===== src/rtl/edge_event_counter.sv =====
// rtl/edge_event_counter.sv - multi-channel synchronised edge event counter
// Per-channel synchroniser, mode-selected edge detect, wrap/saturate counters, threshold compare.
module edge_event_counter #(
  parameter  int CH          = 2,
  parameter  int CNT_W       = 4,
  parameter  int SYNC_STAGES = 2,
  localparam int SEL_W       = (CH > 1) ? $clog2(CH) : 1
) (
  input  logic             clk,
  input  logic             rst_n,
  input  logic [CH-1:0]    in,
  input  logic [1:0]       mode,
  input  logic             sat_en,
  input  logic             clr,
  input  logic [SEL_W-1:0] sel,
  input  logic [CNT_W-1:0] thresh,
  output logic [CNT_W-1:0] num,
  output logic             out,
  output logic [CH-1:0]    ovf
);

  localparam int PRIME_N = SYNC_STAGES + 1;
  localparam int PRIME_W = $clog2(PRIME_N + 1);
  localparam logic [CNT_W-1:0] CNT_MAX = {CNT_W{1'b1}};

  logic [CH-1:0][SYNC_STAGES-1:0] r_sync;
  logic [CH-1:0]                  r_prev;
  logic [CH-1:0][CNT_W-1:0]       r_cnt;
  logic [CH-1:0]                  r_ovf;
  logic                           r_out;
  logic [PRIME_W-1:0]             r_prime;

  logic [CH-1:0]    w_s;
  logic [CH-1:0]    w_rise;
  logic [CH-1:0]    w_fall;
  logic [CH-1:0]    w_edge;
  logic             w_primed;
  logic [CNT_W-1:0] w_num;

  // Until the synchroniser and previous-sample registers hold real data, any edge is an artefact.
  assign w_primed = (r_prime == PRIME_W'(PRIME_N));

  always_comb begin
    w_s = '0;
    for (int i = 0; i < CH; i++) begin
      w_s[i] = r_sync[i][SYNC_STAGES-1];
    end
  end

  assign w_rise = w_s & ~r_prev;
  assign w_fall = ~w_s & r_prev;

  always_comb begin
    w_edge = '0;
    case (mode)
      2'b00:   w_edge = w_rise;
      2'b01:   w_edge = w_fall;
      2'b10:   w_edge = w_rise | w_fall;
      default: w_edge = '0;
    endcase
    if (!w_primed) begin
      w_edge = '0;
    end
  end

  // Out-of-range selects fall through to channel 0.
  always_comb begin
    w_num = r_cnt[0];
    for (int i = 0; i < CH; i++) begin
      if (sel == SEL_W'(i)) begin
        w_num = r_cnt[i];
      end
    end
  end

  always_ff @(posedge clk or negedge rst_n) begin
    if (!rst_n) begin
      r_sync  <= '0;
      r_prev  <= '0;
      r_prime <= '0;
    end else begin
      for (int i = 0; i < CH; i++) begin
        r_sync[i] <= {r_sync[i][SYNC_STAGES-2:0], in[i]};
      end
      r_prev <= w_s;
      if (!w_primed) begin
        r_prime <= r_prime + PRIME_W'(1);
      end
    end
  end

  always_ff @(posedge clk or negedge rst_n) begin
    if (!rst_n) begin
      r_cnt <= '0;
      r_ovf <= '0;
    end else if (clr) begin
      r_cnt <= '0;
      r_ovf <= '0;
    end else begin
      for (int i = 0; i < CH; i++) begin
        if (w_edge[i]) begin
          if (r_cnt[i] != CNT_MAX) begin
            r_cnt[i] <= r_cnt[i] + CNT_W'(1);
          end else begin
            r_ovf[i] <= 1'b1;
            if (!sat_en) begin
              r_cnt[i] <= '0;
            end
          end
        end
      end
    end
  end

  always_ff @(posedge clk or negedge rst_n) begin
    if (!rst_n) begin
      r_out <= 1'b0;
    end else begin
      r_out <= (w_num >= thresh);
    end
  end

  assign num = w_num;
  assign out = r_out;
  assign ovf = r_ovf;

endmodule


===== config.mk =====
export PLATFORM = sky130hd
export DESIGN_NAME = edge_event_counter
export DESIGN_NICKNAME = d
export VERILOG_FILES = /design/src/rtl/edge_event_counter.sv
export SDC_FILE = /design/constraint.sdc
export NUM_CORES = 1
export LEC_CHECK = 0
export BUFFER_PORTS_ARGS = -buffer_cell sky130_fd_sc_hd__buf_2
export CAP_MARGIN = 20
export CORE_MARGIN = 2
export CORE_UTILIZATION = 42
export DETAILED_ROUTE_END_ITERATION = 6
export SKIP_LAST_GASP = 1
export SLEW_MARGIN = 15
export SYNTH_ARGS = -nofsm -noshare
export SYNTH_HDL_FRONTEND = slang
export SYNTH_SLANG_ARGS = --single-unit

===== constraint.sdc =====
create_clock -name clk -period 1.95 [get_ports clk]
set_clock_uncertainty 0.05 [all_clocks]
set_input_delay 0.0975 -clock clk [delete_from_list [all_inputs] [get_ports clk]]
set_output_delay 0.0975 -clock clk [all_outputs]
set_load 0.005 [all_outputs]

* Word level (Yosys, flattened, before mapping) *
Cells that the tools add are included.

operators by class
  muxes and demuxes = 14
  div/mod/pow operators = 0
  bitwise gates (word level) = 5
  shift operators = 0
  $lt $le $gt $ge = 1
  $mul = 0
  reductions and logical operators = 7
  add/sub/neg operators = 3
  equality and inequality tests = 9

operators with widths
  kind                                                  count
  2-to-1 mux 4 bit                                      6
  adder 4 x 1 -> 4 bit (second input constant)          2
  2-to-1 mux 8 bit                                      1
  != test 4 bit (second input constant)                 2
  AND reduction 2 bit                                   4
  != test 3 x 1 -> 1 bit (second input constant)        2
  case mux 2 bit (3 select lines)                       1
  bitwise AND 2 bit                                     2
  equality test 2 bit (second input constant)           2
  greater-or-equal comparator 4 bit                     1
  2-to-1 mux 1 bit                                      4
  2-to-1 mux 2 bit                                      2
  != test 2 bit (second input constant)                 2
  inverter 2 bit                                        2
  nonzero test 2 bit                                    2
  adder 2 x 1 -> 2 bit (second input constant)          1
  equality test 2 x 1 -> 1 bit (second input constant)  1
  logical NOT 2 bit                                     1
  OR 2 bit                                              1

word-level totals
  output and inout bits = 7
  logic and storage cells = 48
  input bits = 13
  ROM bits = 0
  bits in writable memories = 0
  register bits after elaboration = 19
  memories = 0
  latch bits = 0

* Depth between registers and ports, before layout *
Gate-level depths: netlist (run 1).

  depth after elaboration = 7
  gate-level depth with buffers = 6
  gate-level depth less buffers = 6

* Worst setup path after synthesis (run 1) *
No wires, ideal clock.

  kind = register to register
  from = register r_cnt[4] (netlist bit)
  to = register r_out, in the netlist out
  cell stages (with the launch flop) = 7
  buffers on the path = 0
  required time = 1.782 ns
  slack = 0.358 ns
  clock period less this slack = 1.592 ns
  data arrival time = 1.424 ns
  library setup time = 0.118 ns
  path through = dfrtp_1 > mux2i_1 > ha_1 > nand2b_1 > a21o_1 > a21o_1 > a21o_1

on the way
  word-level cells in the longest chain between the ends = 2

ends and longest elaborated chain
  what                               RTL line  source
  start: declaration                 28        logic [CH-1:0][CNT_W-1:0] r_cnt;
  start signal: indexed assignment   103       r_cnt[i] <= r_cnt[i] + CNT_W'(1);
  2-to-1 mux 4 bit                   70        if (sel == SEL_W'(i)) begin
  greater-or-equal comparator 4 bit  119       r_out <= (w_num >= thresh);
  end signal: assignment             119
  end: declaration                   30        logic r_out;

No other way between the ends.
A chain may end at the register's enable or synchronous reset.

* Worst setup path in the final report (run 1) *
Same ends and word-level chain as after synthesis.

==> results of run 1 <==
[report_power, final]
group | switching (W) | internal, W | total (W)
Sequential | 0.0000123 | 0.000408 | 0.000420
Combinational | 0.0000542 | 0.0000538 | 0.000108
Clock | 0.000122 | 0.0000796 | 0.000202
Total | 0.000189 | 0.000541 | 0.000729
[state kept, by name (all words and copies together) (netlist names)]
signal,flops
r_cnt,8
r_sync,4
ovf,2
r_prev,2
r_prime,2
out,1
[final timing paths]
path | from | slack (ns) | depth (start not counted) | to
worst max-delay path | r_cnt[4] | 0.27 | 6 | out
worst min-delay path | clr | 0.07 | 2 | r_cnt[7]
worst max register to register | r_cnt[4] | 0.27 | 6 | out
worst min register to register | r_sync[0] | 0.31 | 0 | r_sync[1]
max in group asynchronous | rst_n | 1.34 | 2 | r_sync[2]
min in group asynchronous | rst_n | 0.21 | 2 | r_cnt[7]
[cell families (layout without fill, tap and decap cells)]
group                    after synthesis  after routing  synth area share (%)
AO/OA/AOI/OAI                         29             29                 20.02
AND/OR/NAND/NOR                       27             27                 14.42
flip-flops                            19             19                 43.48
adder cells (fa/ha/maj)               11             11                 12.59
buffers and inverters                 11             36                 3.776
multiplexers                           5              5                 4.920
XOR/XNOR                               1              1                0.8011
[Yosys cell counts, types with 2 or more instances]
| master | n |
|---|---|
| ha_1 | 11 |
| nor3_1 | 2 |
| o21ai_0 | 7 |
| nor2_1 | 2 |
| mux2i_1 | 2 |
| or2_1 | 2 |
| dfrtp_1 | 19 |
| a21o_1 | 3 |
| and3_1 | 2 |
| inv_1 | 10 |
| nand2_1 | 6 |
| nand2b_1 | 4 |
| and4b_1 | 2 |
| a21oi_1 | 8 |
| mux2_2 | 3 |
| nand3_1 | 2 |
[per-stage QoR]
step | instances | utilization (%) | setup slack (ns) | total power [W] | area (um2)
3_3_place_gp | 151 | 49.34 | 0.3076 | 0.0005296 | 1222
3_5_place_dp | 151 | 49.34 | 0.2758 | 0.0005334 | 1222
2_1_floorplan | 103 | - | 0.3576 | 0.0004895 | 1094
5_1_grt | 158 | 51.62 | 0.1155 | 0.0007781 | 1279
6_report | 158 | 51.62 | 0.2684 | 0.0007295 | 1279
4_1_cts | 158 | 51.62 | 0.2600 | 0.0007386 | 1279
[worst max-delay path: stages (launching register included)]
cell      delay (ns)
dfrtp_1         0.44
mux2i_1         0.20
ha_1            0.26
nand2b_1        0.14
a21o_1          0.17
a21o_1          0.17
a21o_1          0.16
[layer usage]
layer	wire length (um)	vias to the layer above	global-route usage [%]
li1	-	423	-
met1	988	407	20.95
met2	954	11	25.60
met3	51	2	3.226
met4	19	0	7.317
met5	0	-	0
[cell type report]
cell class	instances	area share (%)
Clock buffer	4	2.055
Inverter	10	2.935
Multi-Input combinational cell	73	45.11
Sequential cell	19	37.18
Tap cell	30	2.935
Timing Repair Buffer	22	9.785
[layout by cell type (no fill, tap or decap), drive strengths merged, types with 2 or more instances in the layout]
cell         instances
a21oi                8
nor3                 2
clkbuf               4
nor2                 2
nand3                2
mux2                 3
nand2b               4
dlygate4sd3          3
ha                  11
mux2i                2
or2                  2
nand2                6
and4b                2
a311oi               2
dfrtp               19
and3                 2
o21ai                8
buf                 19
inv                 10
a21o                 3
a21boi               2
a31o                 3
[timing repair]
item                                   CTS  global route
endpoints found under the hold margin   21             0
hold buffers                             3             0
buffers inserted                         0             0
==> flow_metrics.env, run 1 <==
export IMPL_fmax_mhz=594.7
export IMPL_insertion_delay_ns=0.30
export IMPL_fp_dieArea_um2=3028
export IMPL_cts_tree="yes"
export IMPL_max_clock_path_buffers=2
export IMPL_ys_seq_area_share_pct=43.48
export IMPL_worst_slew_pin_slew_ns=0.4296
export IMPL_antenna_found_initial=0
export IMPL_min_period_over_period_pct=86.24
export IMPL_drc=0
export IMPL_leakage_nw=0.6503
export IMPL_area_growth_pct=16.93
export IMPL_synth_top_cell_by_area="dfrtp_1"
export IMPL_power_density_nw_per_um2=570.5
export IMPL_synth_area_leaders="dfrtp_1 (43%), ha_1 (13%), a21oi_1 (3.7%), inv_1 (3.4%), o21ai_0 (3.2%)"
export IMPL_async_flop_share_pct=100.0
export IMPL_netlist_instances=103
export IMPL_status="complete, no violations"
export IMPL_die_height_um=55.03
export IMPL_hold_viol=0
export IMPL_start_util_pct=44.14
export IMPL_gp_congestion=0.7633
export IMPL_startpoint_type="flip-flop"
export IMPL_fin_nets=153
export IMPL_synth_nets=127
export IMPL_syn_avg_cell_area_um2=10.62
export IMPL_n_fill_cell=231
export IMPL_cp_required_ns=2.10
export IMPL_crit_path_end_kind="flip-flop"
export IMPL_ys_flop_type="dfrtp_1"
export IMPL_clkSlewWorstSetupHoldPaths_ns=0.11
export IMPL_ys_seq_elements=19
export IMPL_drt_wl_total_um=2013
export IMPL_root_buffer="clkbuf_4"
export IMPL_synth_top_area_share_pct=43.48
export IMPL_clock_sinks=19
export IMPL_fp_dieW_um=55.03
export IMPL_timing_slew_headroom_pct=71.36
export IMPL_ys_types=34
export IMPL_crit_arrival_ns=1.83
export IMPL_hp_class="primary input to flip-flop"
export IMPL_io_pins=20
export IMPL_setup_viol_count_final=0
export IMPL_grt_max_degree=20
export IMPL_ff_latch_area_um2=475.5
export IMPL_drive_gt1_share_pct=25.00
export IMPL_io_buffer_count=19
export IMPL_path_class="flip-flop to flip-flop"
export IMPL_grt_pass1_vias=781
export IMPL_n_antenna_cell=0
export IMPL_synth_edf_count=0
export IMPL_period_needed_ns=1.682
export IMPL_avgRoutedWirePerCell_um=12.74
export IMPL_multi_input_area_um2=576.8
export IMPL_grt_pass1_wl_um=3360
export IMPL_vdd_drop_max_mv=0.3555
export IMPL_dr_pass1_iters=4
export IMPL_routed_via_density=5.335
export IMPL_cts_buffers=3
export IMPL_htreeDepth=1
export IMPL_cts_resized_gates=0
export IMPL_finalSetupTns_ns=0
export IMPL_grt_ovfl_total=0
export IMPL_ys_warn_count=0
export IMPL_core_um2=2477
export IMPL_synth_area_um2=1094
export IMPL_num_vias=843
export IMPL_maxSlewViolCount=0
export IMPL_drtIter0Drc=16
export IMPL_crit_fanout=6
export IMPL_ant_nets=0
export IMPL_grt_usage_pct=16.05
export IMPL_row_count=18
export IMPL_dp_hpwl_um=1545
export IMPL_drv_cap=0
export IMPL_holdWs_ns=0.06688
export IMPL_rsz0062_at_grt="no"
No activity file was read; power rests on OpenSTA's default activity.
==> inputs of run 2 (changes only) <==
--- a/config.mk
+++ b/config.mk
@@ -10,6 +10,8 @@
 export CORE_MARGIN = 2
 export CORE_UTILIZATION = 42
 export DETAILED_ROUTE_END_ITERATION = 6
+export MAX_ROUTING_LAYER = met4
+export PLACE_DENSITY = 0.65
 export SKIP_LAST_GASP = 1
 export SLEW_MARGIN = 15
 export SYNTH_ARGS = -nofsm -noshare
==> constraint.sdc (replaced) <==
create_clock -name clk -period 1.4 [get_ports clk]
set_clock_uncertainty 0.05 [all_clocks]
set_input_delay 0.07 -clock clk [delete_from_list [all_inputs] [get_ports clk]]
set_output_delay 0.07 -clock clk [all_outputs]
set_load 0.005 [all_outputs]
==> flow_metrics.env, run 2 (same netlist as run 1, synthesis figures left out) <==
export IMPL_row_count=18
export IMPL_die_height_um=55.03
export IMPL_power_w=0.001122
export IMPL_root_buffer="clkbuf_4"
export IMPL_drc=0
export IMPL_power_density_nw_per_um2=732.3
export IMPL_grtUsageMet1_pct=22.78
export IMPL_hp_class="primary input to flip-flop"
export IMPL_r2r_start="r_cnt[4]"
export IMPL_avgRoutedWirePerCell_um=13.27
export IMPL_met3_usage_pct=4.032
export IMPL_fp_dieArea_um2=3028
export IMPL_crit_arrival_ns=1.80
export IMPL_post_dp_cell_area_um2=1351
export IMPL_cts_buffers=3
export IMPL_setup_viol_count_final=12
export IMPL_start_util_pct=44.14
export IMPL_ant_nets=0
export IMPL_grt_use_met2_pct=31.75
export IMPL_fin_nets=172
export IMPL_status="finished with violations"
export IMPL_grt_max_degree=20
export IMPL_n_antenna_cell=0
export IMPL_grt_usage_pct=18.79
export IMPL_grt_pass1_wl_um=3939
export IMPL_crit_fanout=3
export IMPL_hold_viol=0
export IMPL_cp_required_ns=1.56
export IMPL_top_usage_layer="met2"
export IMPL_min_period_over_period_pct=117.6
export IMPL_grt_pass1_vias=906
export IMPL_leakage_nw=0.7551
export IMPL_largest_reg_flops=8
export IMPL_startpoint="r_cnt[4]"
export IMPL_vdd_drop_max_mv=0.6616
export IMPL_crit_path_end_kind="flip-flop"
export IMPL_placed_cells=164
export IMPL_htreeDepth=1
export IMPL_core_um2=2477
export IMPL_rsz0062_at_grt="yes"
export IMPL_gp_congestion=0.7419
export IMPL_io_buffer_count=19
export IMPL_fin_area_um2=1531
export IMPL_drv_cap=0
export IMPL_violations="negative setup slack"
export IMPL_finalSetupTns_ns=-1.420
export IMPL_area_growth_pct=40.05
export IMPL_drt_wl_total_um=2348
export IMPL_fmax_mhz=607.4
export IMPL_top_regs="r_cnt x8, r_sync x4"
export IMPL_worst_slew_pin_slew_ns=0.4365
export IMPL_dp_hpwl_um=1662
export IMPL_setup_slack_ns=-0.2462
export IMPL_max_clock_path_buffers=2
export IMPL_routed_via_density=5.136
export IMPL_io_pins=20
export IMPL_largest_register="r_cnt"
export IMPL_dr_pass1_iters=4
export IMPL_period_needed_ns=1.646
export IMPL_clkSlewWorstSetupHoldPaths_ns=0.12
export IMPL_maxSlewViolCount=0
export IMPL_startpoint_type="flip-flop"
export IMPL_clock_sinks=19
export IMPL_timing_slew_headroom_pct=70.90
export IMPL_grt_ovfl_total=0
export IMPL_mostFrequentLayoutCells="buf_2 (19), dfrtp_1 (19), buf_4 (17)"
export IMPL_path_class="flip-flop to flip-flop"
export IMPL_num_vias=909
export IMPL_min_from="clr"
export IMPL_fp_dieW_um=55.03
export IMPL_insertion_delay_ns=0.30
export IMPL_antenna_found_initial=0
export IMPL_final_cells=177
export IMPL_drive_gt1_share_pct=46.94
export IMPL_drtIter0Drc=10
export IMPL_dp_slack_ns=-0.1943
export IMPL_cts_tree="yes"
-- run 2: cell types whose count changed in the layout (fill, tap and decap cells not counted), moves of 2 or more --
cell     before  now
a21oi_1       8    4
a21oi_2       0    4
buf_4         0   17
buf_6         0    2
ha_1         11    5
ha_2          0    4
ha_4          0    2
o21ai_0       7    3
o21ai_1       1    4
-- run 2: worst paths after layout --
path                        endpoint  slack (ns)  cells after the start
max in group asynchronous   r_cnt[2]        0.82                      2
min in group asynchronous     ovf[1]        0.17                      2
hold / removal              r_cnt[4]        0.04                      2
hold reg to reg            r_sync[1]        0.31                      0
setup / recovery                 out       -0.25                      6
setup reg to reg                 out       -0.25                      6
-- run 2: cell type report --
type | count | area (um2)
tap | 30 | 37.54
clock inverter | 1 | 7.507
inverter | 10 | 37.54
sequential | 19 | 475.5
clock buffer | 3 | 22.52
fill | 225 | 945.9
timing repair buffer | 41 | 275.3
multi-input combinational | 73 | 675.6
-- run 2: layer usage --
layer	wire (um)	share of wire, %
met1	1081	46
met2	1209	51
met3	47	2.0
met4	10	0.43
met5	0	0
-- run 2: timing repair --
| item | CTS | global route |
|---|---|---|
| setup buffers | 7 | 0 |
| gates resized for setup | 17 | 5 |
| endpoints found under the hold margin | 21 | 0 |
| hold buffers | 3 | 0 |
| gates cloned | 0 | 0 |
| endpoints found under the setup margin | 11 | 13 |
| pin swaps | 15 | 6 |
-- run 2: report_power, final --
part	internal [W]	switching (W)	leakage (nW)
sequential	0.000568	0.0000139	0.239
combinational	0.000133	0.000108	0.502
clock	0.000109	0.000191	0.0139
total	0.000809	0.000312	0.755
-- run 2: through the flow --
| stage | utilization (%) | hold WS [ns] |
|---|---|---|
| floorplan | - | -0.2756 |
| global placement | 54.55 | -0.01016 |
| detailed placement | 54.55 | -0.008528 |
| CTS | 61.77 | 0.03364 |
| global route | 61.82 | 0.05386 |
| finish | 61.82 | 0.04016 |
-- run 2: critical path, stage by stage, from the launching register on --
cell	delay [ns]
dfrtp_1	0.44
mux2i_2	0.22
ha_1	0.27
nand2b_4	0.13
a21o_1	0.15
a21o_1	0.15
a21o_1	0.14
